### src/rtl/shift_add_mult_if.sv
// shift_add_mult_if: operand/result handshake bundle
// for the sequential shift-add multiplier.
interface shift_add_mult_if #(
  parameter int WIDTH = 4
);
  logic               in_valid;
  logic               in_ready;
  logic [WIDTH-1:0]   a;
  logic [WIDTH-1:0]   b;
  logic               sgn;
  logic               out_valid;
  logic               out_ready;
  logic [2*WIDTH-1:0] q;
  logic               busy;

  modport master (
    output in_valid, a, b, sgn, out_ready,
    input  in_ready, out_valid, q, busy
  );

  modport slave (
    input  in_valid, a, b, sgn, out_ready,
    output in_ready, out_valid, q, busy
  );
endinterface

### src/rtl/shift_add_mult.sv
// shift_add_mult: one multiplier bit per cycle,
// magnitude datapath with a final sign fix-up.
module shift_add_mult #(
  parameter int WIDTH = 4
) (
  input logic            clk,
  input logic            rst,
  shift_add_mult_if.slave bus
);

  localparam int PW = 2 * WIDTH;
  localparam int CW = $clog2(WIDTH + 1);

  typedef enum logic [1:0] {
    IDLE,
    CALC,
    DONE
  } state_t;

  state_t state_q;
  state_t state_d;

  logic [PW-1:0]    mcand_q;
  logic [PW-1:0]    acc_q;
  logic [PW-1:0]    q_q;
  logic [WIDTH-1:0] mplier_q;
  logic [CW-1:0]    cnt_q;
  logic             sign_q;

  logic             in_ready;
  logic             out_valid;
  logic             busy;
  logic             accept;
  logic             last;
  logic [PW-1:0]    acc_sum;
  logic [WIDTH-1:0] mag_a;
  logic [WIDTH-1:0] mag_b;

  // Operand magnitudes; -2^(W-1) maps to 2^(W-1) as unsigned.
  always_comb begin
    mag_a = bus.a;
    mag_b = bus.b;
    if (bus.sgn && bus.a[WIDTH-1]) mag_a = -bus.a;
    if (bus.sgn && bus.b[WIDTH-1]) mag_b = -bus.b;
  end

  // Partial-product add for the current multiplier bit.
  always_comb begin
    acc_sum = acc_q;
    if (mplier_q[0]) acc_sum = acc_q + mcand_q;
    last = (cnt_q == CW'(WIDTH - 1));
  end

  // State register.
  always_ff @(posedge clk) begin
    if (rst) state_q <= IDLE;
    else     state_q <= state_d;
  end

  // Next-state and handshake outputs.
  always_comb begin
    state_d   = state_q;
    in_ready  = 1'b0;
    out_valid = 1'b0;
    busy      = 1'b0;
    unique case (state_q)
      IDLE: begin
        in_ready = 1'b1;
        if (bus.in_valid) state_d = CALC;
      end
      CALC: begin
        busy = 1'b1;
        if (last) state_d = DONE;
      end
      DONE: begin
        out_valid = 1'b1;
        if (bus.out_ready) state_d = IDLE;
      end
      default: state_d = IDLE;
    endcase
  end

  assign accept = in_ready & bus.in_valid;

  // Datapath: load on accept, shift-add in CALC,
  // latch the signed-corrected product on the last step.
  always_ff @(posedge clk) begin
    if (rst) begin
      mcand_q  <= '0;
      mplier_q <= '0;
      acc_q    <= '0;
      cnt_q    <= '0;
      sign_q   <= 1'b0;
      q_q      <= '0;
    end else if (accept) begin
      mcand_q  <= {{WIDTH{1'b0}}, mag_a};
      mplier_q <= mag_b;
      acc_q    <= '0;
      cnt_q    <= '0;
      sign_q   <= bus.sgn
                & (bus.a[WIDTH-1] ^ bus.b[WIDTH-1]);
    end else if (busy) begin
      acc_q    <= acc_sum;
      mcand_q  <= mcand_q << 1;
      mplier_q <= mplier_q >> 1;
      cnt_q    <= cnt_q + CW'(1);
      if (last) begin
        q_q <= sign_q ? -acc_sum : acc_sum;
      end
    end
  end

  assign bus.in_ready  = in_ready;
  assign bus.out_valid = out_valid;
  assign bus.busy      = busy;
  assign bus.q         = q_q;

endmodule
### src/flat_wrapper.sv
// flat-port wrapper written by rule: the top's interface ports become plain ports
module shift_add_mult_flat 
#(
  parameter int WIDTH = 4
)
  (clk, rst, bus_in_valid, bus_a, bus_b, bus_sgn, bus_out_ready, bus_in_ready, bus_out_valid, bus_q, bus_busy);
  shift_add_mult_if #(.WIDTH(WIDTH)) bus_i ();
  input logic clk;
  input logic rst;
  input wire logic [$bits(bus_i.in_valid)-1:0] bus_in_valid;
  input wire logic [$bits(bus_i.a)-1:0] bus_a;
  input wire logic [$bits(bus_i.b)-1:0] bus_b;
  input wire logic [$bits(bus_i.sgn)-1:0] bus_sgn;
  input wire logic [$bits(bus_i.out_ready)-1:0] bus_out_ready;
  output wire logic [$bits(bus_i.in_ready)-1:0] bus_in_ready;
  output wire logic [$bits(bus_i.out_valid)-1:0] bus_out_valid;
  output wire logic [$bits(bus_i.q)-1:0] bus_q;
  output wire logic [$bits(bus_i.busy)-1:0] bus_busy;
  assign bus_i.in_valid = bus_in_valid;
  assign bus_i.a = bus_a;
  assign bus_i.b = bus_b;
  assign bus_i.sgn = bus_sgn;
  assign bus_i.out_ready = bus_out_ready;
  assign bus_in_ready = bus_i.in_ready;
  assign bus_out_valid = bus_i.out_valid;
  assign bus_q = bus_i.q;
  assign bus_busy = bus_i.busy;
  shift_add_mult #(.WIDTH(WIDTH)) u_core (.clk(clk), .rst(rst), .bus(bus_i));
endmodule
### config.mk
export PLATFORM = sky130hd
export DESIGN_NAME = shift_add_mult_flat
export DESIGN_NICKNAME = d
export VERILOG_FILES = /design/src/rtl/shift_add_mult_if.sv /design/src/rtl/shift_add_mult.sv /design/src/flat_wrapper.sv
export SDC_FILE = /design/constraint.sdc
export NUM_CORES = 1
export LEC_CHECK = 0
export ABC_AREA = 1
export CORE_MARGIN = 1
export CORE_UTILIZATION = 50
export DETAILED_ROUTE_END_ITERATION = 8
export GPL_TIMING_DRIVEN = 0
export PLACE_DENSITY = 0.75
export SYNTH_ARGS = -nofsm -noshare
export SYNTH_HDL_FRONTEND = slang
export SYNTH_SLANG_ARGS = --single-unit
### constraint.sdc
create_clock -name clk -period 1.9 [get_ports clk]
set_input_delay 0.38 -clock clk [delete_from_list [all_inputs] [get_ports clk]]
set_output_delay 0.38 -clock clk [all_outputs]
set_load 0.02 [all_outputs]
==> metrics <==
run status=finished with violations; violated checks=negative setup slack; DR iter-0 viols=83; final std cells w/o fill=slightly below 400; Final Cell Area=between 2000 and 3000 µm²; DP Cell Count=379; final wirelength=roughly 5000 µm; Max Slew Vio Count=0; vias in the first global route=1949; power consumption=1.798 mW; Yosys warnings=0; Worst-path clk slew=~0.07 ns; DRC=0; Mapped Cells=306; share of layout cells above drive strength 1=0.1895; CTS tree=yes; worst-path fanout max=4; Die X-Extent=66.94 µm; Placeable Area=4029 µm²; RSZ-0062 raised after global routing=true; register area share after synthesis=0.3228; ys async rst share=0; Max-Cap Viols=0; Power Dens Cells=671.8 nW/µm²; Synth Flop Type=dfxtp_1; Final Hold Fails=0; vias per cell=5.206; WS Path Type=flip-flop to flip-flop; Req. time, crit path=2.08 ns; final critical-path share of the clock period=1.189; Leak=approximately 1.2 nW; Post-synth EDFFs=0; Fmax=442.5 MHz; pin count of the biggest net entering global routing=11; Root Driver=clkbuf_8; final net count=368; Seq cells post-synth=34; setup violators final=7; n_diodes=0; Site Rows=23; antenna-violating nets left=0; first-pass GRT wire length=8445 µm; CP Capture Type=flip-flop; CTS Buf Count=5; vias=just over 2000; synthesized net count=332; most common cell in the netlist=nand2_1; Ports=24; dpl hpwl=3625 µm; worst relative slew slack=0.6160; total grt overflow=0; final core occ=0.6643; Worst-Skew Late Latency=0.29 ns; Num Clock Sinks=34; area leader, netlist=dfxtp_1; Cell variety after synth=36; Placed Area=~2400 µm²; Post-Syn Area=2108 µm²; starting density of the core=0.5233; synth top area cells=dfxtp_1, nand2_1, inv_1; RePlAce Congestion=0.8346; DR pass1 iterations=4; Die Ht=66.94 µm; hold_ws=0.4675 ns; setup ws final=-0.3599 ns; PortBufs=23; initial antenna violation count=0; Longest Clk Path Bufs=2; WP data arrival=2.44 ns; Synth Area per Inst=a little under 7 µm²; slew of the pin with the lowest slew margin=0.5739 ns; VDD IR max=roughly 0.53 mV; Syn-to-layout area delta=26.94%; reg2reg setup slack=-0.36 ns; Setup Skew=0.004111 ns; Min-Delay Path Class=flip-flop to flip-flop; CP Launch Type=flip-flop; synth cell count leaders=nand2_1, inv_1, dfxtp_1, nor2_1, a21oi_1; htree depth=2; Avg WL per Cell=around 13 µm; GRT Total Usage=0.2509; die area=4480 µm²; minimum clock period=about 2.3 ns; Synth top area share=0.3228
==> routing by layer <==
metal	global-route usage	wire length (µm)	up-vias
li1	-	-	1064
met4	0.09309	69	0
met3	0.06849	192	8
met1	0.3230	2381	941
met5	0	0	-
met2	0.3952	2385	33
==> power by group <==
group	switching, mW	internal (mW)	total, mW
Clock	0.258	0.292	0.550
Combinational	0.280	0.199	0.479
Sequential	0.0259	0.744	0.770
==> stage by stage <==
step | setup TNS (ns) | setup slack [ns]
finish | -1.353 | -0.3599
global route | -2.233 | -0.4729
CTS | -1.085 | -0.2408
detailed placement | -1.399 | -0.2688
global placement | -1.126 | -0.2312
floorplan | -0.1819 | -0.06938
==> cell type report <==
type	instances	area [µm²]
fillers	364	1353
repair buffers	29	280.3
clock buffers	7	86.33
plain buffers	9	61.31
well taps	50	62.56
clock inverters	1	5.005
multi-input cells	214	1310
inverters	49	183.9
flip-flops and latches	34	686.9
==> placed cells by master (no fill, tap or decap), types with 3 or more instances in the layout <==
| cell type | synthesis | layout |
|---|---|---|
| nand2_1 | 77 | 70 |
| inv_1 | 47 | 43 |
| dfxtp_1 | 34 | 31 |
| nor2_1 | 27 | 23 |
| a21oi_1 | 24 | 22 |
| clkdlybuf4s50_1 | 0 | 21 |
| o21ai_0 | 22 | 17 |
| nand3_1 | 15 | 12 |
| ha_1 | 12 | 8 |
| clkbuf_8 | 1 | 7 |
| buf_4 | 0 | 6 |
| inv_2 | 2 | 6 |
| nand2_2 | 0 | 6 |
| nand3_2 | 3 | 6 |
| nor2_2 | 1 | 4 |
| clkbuf_1 | 3 | 4 |
| o211ai_1 | 4 | 4 |
| buf_6 | 1 | 3 |
| nand2_4 | 2 | 3 |
| o21ai_1 | 0 | 3 |
| a221oi_1 | 3 | 3 |
| xor2_1 | 3 | 3 |
| ha_4 | 0 | 3 |
==> critical path: stages, from the launching register on <==
cell	delay [ns]
dfxtp_4	0.37
ha_4	0.14
inv_2	0.04
fa_2	0.58
nand2_4	0.06
o21ai_4	0.11
ha_4	0.17
inv_2	0.04
nor2_2	0.09
nand3_2	0.11
buf_4	0.15
nand2_1	0.06
o21ai_1	0.07
a21oi_1	0.11
nor2_1	0.05
==> logic make-up after synthesis <==
| family | Yosys count | synth area share |
|---|---|---|
| xor gates and xnor gates | 4 | 0.01662 |
| DFF | 34 | 0.3228 |
| AOI/OAI and AO/OA | 66 | 0.1917 |
| buffers and inverters | 58 | 0.1139 |
| and+or+nand+nor | 131 | 0.2742 |
| adders and majority gates | 13 | 0.08071 |
==> final timing paths <==
path,startpoint,end,cells after the start
hold / removal,u_core.mplier_q[2],u_core.mplier_q[2],2
setup / recovery,u_core.acc_q[0],u_core.bus.q[4],14
setup reg to reg,u_core.acc_q[0],u_core.bus.q[4],14
hold reg to reg,u_core.mplier_q[2],u_core.mplier_q[2],2
==> state kept, by name, indices dropped and copies added, names as in the netlist <==
register,flops
u_core.acc_q,8
u_core.bus.q,8
u_core.mcand_q,8
u_core.mplier_q,4
u_core.cnt_q,3
u_core.state_q,2
u_core.sign_q,1
==> timing repair <==
item                                    in CTS  in global routing
gates resized for setup                     13                 29
pin swaps                                    7                 11
hold buffers                                 0                  0
endpoints found under the setup margin       8                 13
buffers inserted                             5                  1
(Power assumes the default switching activity.)
